### config.mk
export PLATFORM = sky130hd
export DESIGN_NAME = pipe_skid_buffer
export DESIGN_NICKNAME = d
export VERILOG_FILES = /design/src/rtl/pipe_skid_buffer_pkg.sv /design/src/rtl/pipe_entry_reg.sv /design/src/rtl/pipe_skid_buffer.sv
export SDC_FILE = /design/constraint.sdc
export NUM_CORES = 1
export LEC_CHECK = 0
export CORE_MARGIN = 10
export CORE_UTILIZATION = 51
export CTS_CLUSTER_SIZE = 28
export DETAILED_ROUTE_END_ITERATION = 8
export GPL_TIMING_DRIVEN = 0
export PLACE_DENSITY_LB_ADDON = 0.15
export SKIP_CTS_REPAIR_TIMING = 1
export SLEW_MARGIN = 20
export SYNTH_ARGS = -nofsm -noshare
export SYNTH_HDL_FRONTEND = slang
export SYNTH_SLANG_ARGS = --single-unit
### constraint.sdc
create_clock -name clk -period 2.2 [get_ports clk]
set_input_delay 0.33 -clock clk [delete_from_list [all_inputs] [get_ports clk]]
set_output_delay 0.33 -clock clk [all_outputs]
set_load 0.02 [all_outputs]
### src/rtl/pipe_skid_buffer_pkg.sv
// Shared pipeline-buffer definitions: default field widths, bubble (NOP)
// encodings, the buffered-entry payload type and a small occupancy helper.
package pipe_skid_buffer_pkg;

  localparam int unsigned PIPE_IW = 16;
  localparam int unsigned PIPE_CW = 16;
  localparam int unsigned PIPE_DW = 8;

  localparam logic [PIPE_IW-1:0] PIPE_NOP_INSTR = 16'h0000;
  localparam logic [PIPE_CW-1:0] PIPE_NOP_CTRL  = 16'h0000;

  // One buffered pipeline entry at the default widths.
  typedef struct packed {
    logic [PIPE_IW-1:0] instr;
    logic [PIPE_CW-1:0] ctrl;
    logic               valid;
  } pipe_entry_t;

  // Number of valid entries held by a two-entry buffer.
  function automatic logic [1:0] occ_count(input logic main_v, input logic skid_v);
    return 2'(main_v) + 2'(skid_v);
  endfunction

endpackage

### src/rtl/pipe_entry_reg.sv
// Single loadable/clearable pipeline entry register.
// Ports:
//   clk, rst          clock and synchronous active-high reset
//   load              capture d_instr/d_ctrl and mark the entry valid
//   clr               drop the entry (valid cleared, data kept)
//   d_instr, d_ctrl   data to capture
//   q_instr, q_ctrl   held data (NOP values after reset)
//   q_valid           entry holds valid data
module pipe_entry_reg
  import pipe_skid_buffer_pkg::*;
#(
  parameter int unsigned    IW        = PIPE_IW,
  parameter int unsigned    CW        = PIPE_CW,
  parameter logic [IW-1:0]  NOP_INSTR = IW'(PIPE_NOP_INSTR),
  parameter logic [CW-1:0]  NOP_CTRL  = CW'(PIPE_NOP_CTRL)
) (
  input  logic          clk,
  input  logic          rst,
  input  logic          load,
  input  logic          clr,
  input  logic [IW-1:0] d_instr,
  input  logic [CW-1:0] d_ctrl,
  output logic [IW-1:0] q_instr,
  output logic [CW-1:0] q_ctrl,
  output logic          q_valid
);

  // Load wins over clear; the parent never asserts both in one cycle.
  always_ff @(posedge clk) begin
    if (rst) begin
      q_instr <= NOP_INSTR;
      q_ctrl  <= NOP_CTRL;
      q_valid <= 1'b0;
    end else if (load) begin
      q_instr <= d_instr;
      q_ctrl  <= d_ctrl;
      q_valid <= 1'b1;
    end else if (clr) begin
      q_valid <= 1'b0;
    end
  end

endmodule

### src/rtl/pipe_skid_buffer.sv
// Two-entry skid buffer between pipeline stages with valid/ready handshake,
// synchronous flush, NOP presentation when empty and a saturating count of
// entries dropped by flush.
// Ports:
//   clk, rst                     clock, synchronous active-high reset
//   in_valid/in_ready            upstream handshake (in_ready from registers only)
//   in_instr, in_ctrl            upstream payload
//   out_valid/out_ready          downstream handshake (out_ready low = stall)
//   out_instr, out_ctrl          main entry payload or NOP values when empty
//   flush                        drop all entries and any same-cycle input
//   occupancy                    valid entries held, 0..2
//   discard_cnt                  saturating count of entries dropped by flush
module pipe_skid_buffer
  import pipe_skid_buffer_pkg::*;
#(
  parameter int unsigned    IW        = PIPE_IW,
  parameter int unsigned    CW        = PIPE_CW,
  parameter logic [IW-1:0]  NOP_INSTR = IW'(PIPE_NOP_INSTR),
  parameter logic [CW-1:0]  NOP_CTRL  = CW'(PIPE_NOP_CTRL),
  parameter int unsigned    DW        = PIPE_DW
) (
  input  logic          clk,
  input  logic          rst,
  input  logic          in_valid,
  output logic          in_ready,
  input  logic [IW-1:0] in_instr,
  input  logic [CW-1:0] in_ctrl,
  output logic          out_valid,
  input  logic          out_ready,
  output logic [IW-1:0] out_instr,
  output logic [CW-1:0] out_ctrl,
  input  logic          flush,
  output logic [1:0]    occupancy,
  output logic [DW-1:0] discard_cnt
);

  localparam logic [DW:0] CNT_MAX = {1'b0, {DW{1'b1}}};

  logic          main_v, skid_v;
  logic [IW-1:0] main_instr, skid_instr, main_d_instr;
  logic [CW-1:0] main_ctrl, skid_ctrl, main_d_ctrl;
  logic          main_load, main_clr, skid_load, skid_clr;
  logic          in_fire, out_fire;
  logic [DW:0]   cnt_sum;

  // Handshake derived from registers only.
  assign in_ready  = !skid_v;
  assign out_valid = main_v;
  assign in_fire   = in_valid & in_ready;
  assign out_fire  = main_v & out_ready;
  assign occupancy = occ_count(main_v, skid_v);

  assign out_instr = main_v ? main_instr : NOP_INSTR;
  assign out_ctrl  = main_v ? main_ctrl  : NOP_CTRL;

  // Main refills from skid when skid is occupied, otherwise from the input.
  assign main_d_instr = skid_v ? skid_instr : in_instr;
  assign main_d_ctrl  = skid_v ? skid_ctrl  : in_ctrl;

  // Entry control; flush overrides every load.
  always_comb begin
    main_load = 1'b0;
    main_clr  = 1'b0;
    skid_load = 1'b0;
    skid_clr  = 1'b0;
    if (flush) begin
      main_clr = 1'b1;
      skid_clr = 1'b1;
    end else if (skid_v) begin
      main_load = out_fire;
      skid_clr  = out_fire;
    end else if (main_v) begin
      main_load = in_fire & out_fire;
      skid_load = in_fire & !out_fire;
      main_clr  = out_fire & !in_fire;
    end else begin
      main_load = in_fire;
    end
  end

  pipe_entry_reg #(
    .IW(IW), .CW(CW), .NOP_INSTR(NOP_INSTR), .NOP_CTRL(NOP_CTRL)
  ) u_main (
    .clk(clk), .rst(rst), .load(main_load), .clr(main_clr),
    .d_instr(main_d_instr), .d_ctrl(main_d_ctrl),
    .q_instr(main_instr), .q_ctrl(main_ctrl), .q_valid(main_v)
  );

  pipe_entry_reg #(
    .IW(IW), .CW(CW), .NOP_INSTR(NOP_INSTR), .NOP_CTRL(NOP_CTRL)
  ) u_skid (
    .clk(clk), .rst(rst), .load(skid_load), .clr(skid_clr),
    .d_instr(in_instr), .d_ctrl(in_ctrl),
    .q_instr(skid_instr), .q_ctrl(skid_ctrl), .q_valid(skid_v)
  );

  // Saturating flush-discard counter, one extra bit to detect overflow.
  assign cnt_sum = {1'b0, discard_cnt} + (DW+1)'(occupancy);

  always_ff @(posedge clk) begin
    if (rst) begin
      discard_cnt <= '0;
    end else if (flush) begin
      discard_cnt <= (cnt_sum > CNT_MAX) ? {DW{1'b1}} : cnt_sum[DW-1:0];
    end
  end

endmodule

==> results of run 1 <==
per-layer routing:
layer  part of all wire (%)  GRT usage, %  vias to the layer above
li1                       -             -                     1788
met1                     43          22.1                     1764
met2                     49          31.7                      139
met3                    6.7          3.95                       17
met4                    1.6          6.67                        0
met5                      0             0                        -
power breakdown:
part           switching (W)  internal [W]  leakage (nW)  total (W)
sequential         0.0000269       0.00139         0.603    0.00142
clock               0.000496      0.000544        0.0941    0.00104
combinational       0.000229      0.000192          1.51   0.000421
total               0.000752       0.00212          2.21    0.00288
state kept, by name, indices dropped and copies added, names as in the netlist:
name / flops
u_skid.q_valid: 1
u_skid.q_ctrl: 16
u_main.q_valid: 1
u_main.q_ctrl: 16
u_main.q_instr: 16
u_skid.q_instr: 16
discard_cnt: 8
Yosys cell counts:
cell       instances  share of area, %
dfxtp_1           74                39
a21oi_1           37               4.8
nand3_1           36               4.7
a31oi_1           34               5.6
and2_1            34               5.6
clkbuf_1          28               2.7
o21ai_0           27               3.5
mux2_1            25               7.4
nor3_1            24               3.1
nor4_1            23               3.8
buf_2             15               2.0
nor3_2            10               2.6
nor4_2            10               3.3
mux2_2             7               2.1
inv_1              5              0.49
o21ai_1            5              0.65
buf_6              4               1.2
a211oi_1           3              0.59
a311oi_1           3              0.69
ha_1               3              0.98
nor2_1             3              0.29
and4_1             2              0.46
buf_4              2              0.39
a2111oi_0          1              0.23
a21o_1             1              0.20
a22oi_1            1              0.20
a41oi_1            1              0.23
and3_1             1              0.16
and4bb_1           1              0.33
buf_1              1             0.098
fa_1               1              0.52
inv_2              1             0.098
mux2_4             1              0.39
mux2i_2            1              0.36
nand2_1            1             0.098
nand2b_1           1              0.16
nand2b_2           1              0.23
nand4bb_1          1              0.29
nor2b_1            1              0.16
nor3b_1            1              0.20
o21bai_1           1              0.20
o31a_1             1              0.23
critical path, delay by kind of cell, from the launching register on:
family,cells,cell delay (ns)
buf+inv,4,1.05
flops,1,0.35
final timing paths:
check                                                      end  slack [ns]  cells past startpoint
worst min register to register  u_skid.q_instr[8]$_SDFFE_PP0P_        0.48                      2
worst max register to register     discard_cnt[6]$_SDFFE_PP0P_        0.17                      6
worst max-delay path                                  in_ready        0.13                      4
worst min-delay path            u_skid.q_instr[8]$_SDFFE_PP0P_        0.48                      2
metrics by stage:
stage               TNS [ns]  worst slack (ns)  power, W  cells  cell area (µm²)
finish                     0             0.130   0.00288    626             5010
global route               0            0.0536   0.00299    626             5010
CTS                    -7.08            -0.280   0.00289    626             4930
detailed placement         0            0.0989   0.00187    611             4740
global placement           0             0.125   0.00186    611             4740
floorplan                  0            0.0784   0.00169    433             3820
kinds of logic after synthesis:
group,after synthesis
adder cells (fa/ha/maj),4
AND/OR/NAND/NOR,150
buffers and inverters,56
flip-flops,74
AO/OA/AOI/OAI,115
multiplexers,34
cell type report:
type / instances / area share (%)
Clock inverter: 5 / 1.10
Clock buffer: 10 / 2.75
Multi-Input combinational cell: 303 / 41.4
Tap cell: 99 / 2.47
Timing Repair Buffer: 79 / 17.3
Sequential cell: 74 / 29.6
Inverter: 6 / 0.449
Buffer: 50 / 4.94
cell usage in the layout (no fill, tap or decap), types with 4 or more instances in the layout:
cell type         n
clkbuf_1         25
nor4_2           10
o21ai_0          27
nor4_1           23
and2_1           34
nor3_1           24
clkdlybuf4s50_1  49
clkbuf_8         10
dlymetal6s2s_1   30
inv_1             5
nand3_1          36
a21oi_1          37
dfxtp_1          73
mux2_1           25
a31oi_1          34
o21ai_1           5
buf_6             4
nor3_2           10
buf_2            15
mux2_2            7
==> summary.txt, run 1 <==
Clocking
  • CTS root buf: clkbuf_8
  • Reg clk slew, reported paths: 0.08 ns
  • H-tree levels: 3
  • Worst skew pair latency: 0.34 ns
  • Cts bufs inserted: 9
  • CTS tree: built
  • Clock Path Buffers: 2
  • Clk sinks: 74

Timing
  • Final period util: 94.1%
  • Worst slew margin: 55.3%
  • Hold WS: 0.477 ns
  • Fin Clk Skew: 0.0107 ns
  • Final setup fails: 0
  • Final number of hold-violating endpoints: 0
  • Final Slew Violations: 0
  • RSZ-0062 raised after global routing: no
  • Fin crit period: 2.07 ns
  • Slew @ Worst Pin: 0.670 ns
  • Fmax: 483 MHz

Logic synthesis
  • Syn_area_per_cell: 8.83 µm²
  • Cells after Synth: 433
  • Mux cell area share after synthesis: 10.2%
  • Mapped Area: 3820 µm²
  • Synth Area in Adders: 1.51%
  • Xor-xnor portion of the synthesized cell area: 0%
  • Synth unique cells: 42
  • Simple-Gate Fraction of Synth Area: 25.5%
  • Main combinational cell family by area after synthesis: simple AND/OR/NAND/NOR gates
  • Compound-gate portion of the synthesized area: 17.1%
  • Sequential share of the synthesized area: 38.7%
  • Synth warnings: 0
  • Syn nets: 474
  • FF+latch count, synth: 74

Cells and area
  • Reg area: 1480 µm²
  • Diode count: 0
  • Count of filler cells inserted in the layout: 643
  • Multi-input logic area: 2080 µm²
  • Post-layout util: 69.1%
  • Nets: 564
  • Layout cell share with drive strength beyond 1: 13.5%
  • Synthesis-to-layout area growth: 31.1%

GRT
  • Total gr overflow: 0
  • GR Util All Layers: 18.5%
  • First-pass GRT wire length: 17,800 µm
  • Initial antenna violation count: 0
  • Vias in the first global route: 3,716
  • Largest net degree at the start of global routing: 13

Floorplanning
  • I/O pin total: 81
  • Core Footprint: 7250 µm²
  • Initial Util: 52.7%
  • Die span in x: 107 µm
  • Die area: 11,400 µm²
  • Die Height: 107 µm
  • Row cnt: 31

Worst setup path
  • Slowest stage delay, CP: 0.61 ns
  • Worst Path Arrival: 1.74 ns
  • Critical R2R Launch: u_main.q_valid$_SDFFE_PP0P_
  • Startpoint types: flip-flop
  • Crit-path slowest cell: clkdlybuf4s50_1
  • Start point of the critical path: u_skid.q_valid$_SDFFE_PP0P_
  • Crit path kind: reg -> out
  • CP cell instances: buf_6 > buf_4 > inv_1 > clkdlybuf4s50_1
  • WP data required: 1.87 ns
  • Worst Path Max Fanout: 10
  • Setup crit end kind: primary output

Placement
  • Port Buffers: 79
  • Routability cong.: 0.821
  • HPWL after detailed placement: 7900 µm

Pwr
  • Peak VDD IR: 445 µV
  • Leakage power: 2.21 nW
  • Pwr dens: 574 nW/µm²

Worst hold path
  • Hold Path Class: reg -> reg
  • Hold path startpoint: u_skid.q_instr[8]$_SDFFE_PP0P_

Route
  • Total Routed Length: 10,700 µm
  • Detail Route Antenna Nets: 0
  • WL/cell: 17.0 µm
  • Post-route DRC: 0
  • Initial DRC count: 193
  • Vias: 3,708
  • Vias/cell: 5.92
  • Initial DRT Pass Iterations: 4

Outcome
  • Outcome: complete, no violations

Flow run
  • Total of max-cap violations: 0
No activity file was read; power rests on OpenSTA's default activity.
==> run 2: changes to the inputs <==
--- a/config.mk
+++ b/config.mk
@@ -5,8 +5,9 @@
 export SDC_FILE = /design/constraint.sdc
 export NUM_CORES = 1
 export LEC_CHECK = 0
+export ABC_AREA = 1
 export CORE_MARGIN = 10
-export CORE_UTILIZATION = 51
+export CORE_UTILIZATION = 50
 export CTS_CLUSTER_SIZE = 28
 export DETAILED_ROUTE_END_ITERATION = 8
 export GPL_TIMING_DRIVEN = 0
==> run 2 against run 1 <==
  * First-iteration DRC count increased by 16%
  * Cell count up 17%
  * Worst hold slack worse by 0.013 ns
  * Clock skew decreased by 0.0019 ns
  * Largest cell class unchanged
==> summary.txt, run 2 <==
Timing
  • Fin Setup TNS: 0 ns
  • Worst setup margin: 0.196 ns
  • Fmax: 499 MHz
  • Final number of hold-violating endpoints: 0
  • Final Slew Violations: 0
  • Fin Clk Skew: 0.00872 ns
  • Final period util: 91.1%
  • Fin crit period: 2.00 ns
  • Final setup fails: 0
  • Slew @ Worst Pin: 0.550 ns
  • RSZ-0062 raised after global routing: no
  • Worst slew margin: 63.3%

Floorplanning
  • I/O pin total: 81
  • Row cnt: 30
  • Die area: 10,900 µm²
  • Die span in x: 105 µm
  • Die Height: 105 µm
  • Initial Util: 52.0%
  • Core Footprint: 6870 µm²

Cells and area
  • Synthesis-to-layout area growth: 34.9%
  • Diode count: 0
  • Most common cell after layout, fill and taps aside: nand2_1
  • Layout cell share with drive strength beyond 1: 6.74%
  • Commonest non-fill, non-tap cells in the layout: 184 x nand2_1, 74 x dfxtp_1, 71 x nor2_1
  • Design Area, Final: 4820 µm²
  • Non-filler cells, final: 734
  • Nets: 675

Logic synthesis
  • Synth top area share: 41.5%
  • Synth cell count leaders: 184 x nand2_1, 74 x dfxtp_1, 71 x nor2_1
  • Synth warnings: 0
  • Cells after Synth: 544
  • Sequential share of the synthesized area: 41.5%
  • Mapped Area: 3570 µm²
  • Synth unique cells: 27
  • Number of synthesized flops with an enable pin: 0
  • Ys async rst share: 0%
  • Most common cell in the netlist: nand2_1
  • Syn nets: 585
  • Cells taking the most area after synthesis: dfxtp_1 41%, nand2_1 19%, nor2_1 7.5%
  • FF+latch count, synth: 74
  • Syn_area_per_cell: 6.57 µm²
  • Main flop type after synthesis: dfxtp_1
  • Post-synth top area cell: dfxtp_1

Worst setup path
  • Crit path kind: reg -> out
  • Worst Path Max Fanout: 7
  • Critical R2R Launch: u_main.q_valid$_SDFFE_PP0P_
  • Setup crit end kind: primary output
  • WP data required: 1.87 ns
  • R2R Setup Slk: 0.21 ns
  • Worst Reg-to-Reg Cells: 9
  • Startpoint types: flip-flop
  • Critical R2R Capture: discard_cnt[3]$_SDFFE_PP0P_
  • Worst Path Arrival: 1.67 ns

Placement
  • Cell total after placement: 720
  • Routability cong.: 0.821
  • Worst slack at placement: 0.0591 ns
  • Placed Area: 4490 µm²
  • HPWL after detailed placement: 7350 µm
  • Port Buffers: 80

Worst hold path
  • Hold path startpoint: u_skid.q_instr[0]$_SDFFE_PP0P_
  • Hold Path Class: reg -> reg
  • Hold path endpoint: u_skid.q_instr[0]$_SDFFE_PP0P_
  • Cell depth of the worst min-delay path: 2

GRT
  • First-pass GRT wire length: 16,800 µm
  • Initial antenna violation count: 0
  • Largest net degree at the start of global routing: 13
  • Total gr overflow: 0
  • GR Util All Layers: 18.2%
  • Vias in the first global route: 3,574

Clocking
  • Cts bufs inserted: 9
  • H-tree levels: 3
  • Clk sinks: 74
  • Worst skew pair latency: 0.35 ns
  • CTS root buf: clkbuf_8
  • Reg clk slew, reported paths: 0.08 ns
  • Clock Path Buffers: 2
  • CTS tree: built

Route
  • Initial DRT Pass Iterations: 5
  • Detail Route Antenna Nets: 0
  • Post-route DRC: 0
  • WL/cell: 13.9 µm
  • Vias: 3,805
  • Total Routed Length: 10,200 µm
  • Vias/cell: 5.18
  • Initial DRC count: 224

Pwr
  • Pwr dens: 636 nW/µm²
  • Peak VDD IR: 479 µV
  • Leakage power: 2.69 nW

Flow run
  • Total of max-cap violations: 0

Outcome
  • Outcome: complete, no violations
[run 2: cell count changes after synthesis, moves of 25 or more]
cell     before  now
mux2_1       25    0
a31oi_1      34    0
nand2_1       1  184
nor2_1        3   71
nand4_1       0   34
and2_1       34    1
inv_1         5   46
[run 2: cell type report]
class | count | area (µm²)
inverters | 49 | 189
flip-flops and latches | 74 | 1480
clock inverters | 5 | 103
well taps | 96 | 120
clock buffers | 10 | 138
plain buffers | 37 | 195
multi-input cells | 383 | 1720
repair buffers | 80 | 876
fillers | 624 | 2050
[run 2: how the worst max path moves through the flow]
stage / cells after the start / startpoint / endpoint
3_5_place_dp: 5 / u_main.q_valid$_SDFFE_PP0P_ / out_ctrl[3]
2_1_floorplan: 9 / u_main.q_valid$_SDFFE_PP0P_ / discard_cnt[5]$_SDFFE_PP0P_
6_report: 4 / u_main.q_valid$_SDFFE_PP0P_ / out_ctrl[10]
3_3_place_gp: 5 / u_main.q_valid$_SDFFE_PP0P_ / out_ctrl[0]
4_1_cts: 5 / u_main.q_valid$_SDFFE_PP0P_ / out_ctrl[3]
5_1_grt: 9 / u_main.q_valid$_SDFFE_PP0P_ / discard_cnt[7]$_SDFFE_PP0P_
[run 2: per-layer routing]
metal,share of wire (%),up-vias,track usage (%)
li1,-,1894,-
met1,42,1759,22.1
met2,51,138,31.3
met3,6.4,14,3.56
met4,1.4,0,6.36
met5,0,-,0
[run 2: where the power goes]
group | internal, W | switching [W] | leakage [nW]
Sequential | 0.00139 | 0.0000257 | 0.603
Combinational | 0.000158 | 0.000203 | 1.96
Clock | 0.000776 | 0.000512 | 0.118
[run 2: metrics by stage]
stage / utilization (%) / power, W / hold WS (ns)
after floorplan: - / 0.00164 / 0.440
after global placement: 65.4 / 0.00180 / 0.448
after detailed placement: 65.4 / 0.00181 / 0.452
after CTS: 68.9 / 0.00307 / 0.464
after global routing: 70.2 / 0.00317 / 0.483
final: 70.2 / 0.00306 / 0.464
[run 2: logic make-up (layout without fill, tap and decap cells)]
family	after synthesis	after routing	synth area share (%)
simple gates	333	333	39.4
fa+ha+maj	4	4	1.61
mux	1	1	0.280
buf+inv	87	181	10.5
xor+xnor	2	2	0.490
compound gates	43	43	6.27
flops	74	74	41.5
[run 2: critical path, cell delays in order, from the launching register on]
cell and delay (ns):
dfxtp_1 0.37, clkbuf_4 0.24, nand2_1 0.07, inv_1 0.05
clkdlybuf4s50_1 0.59
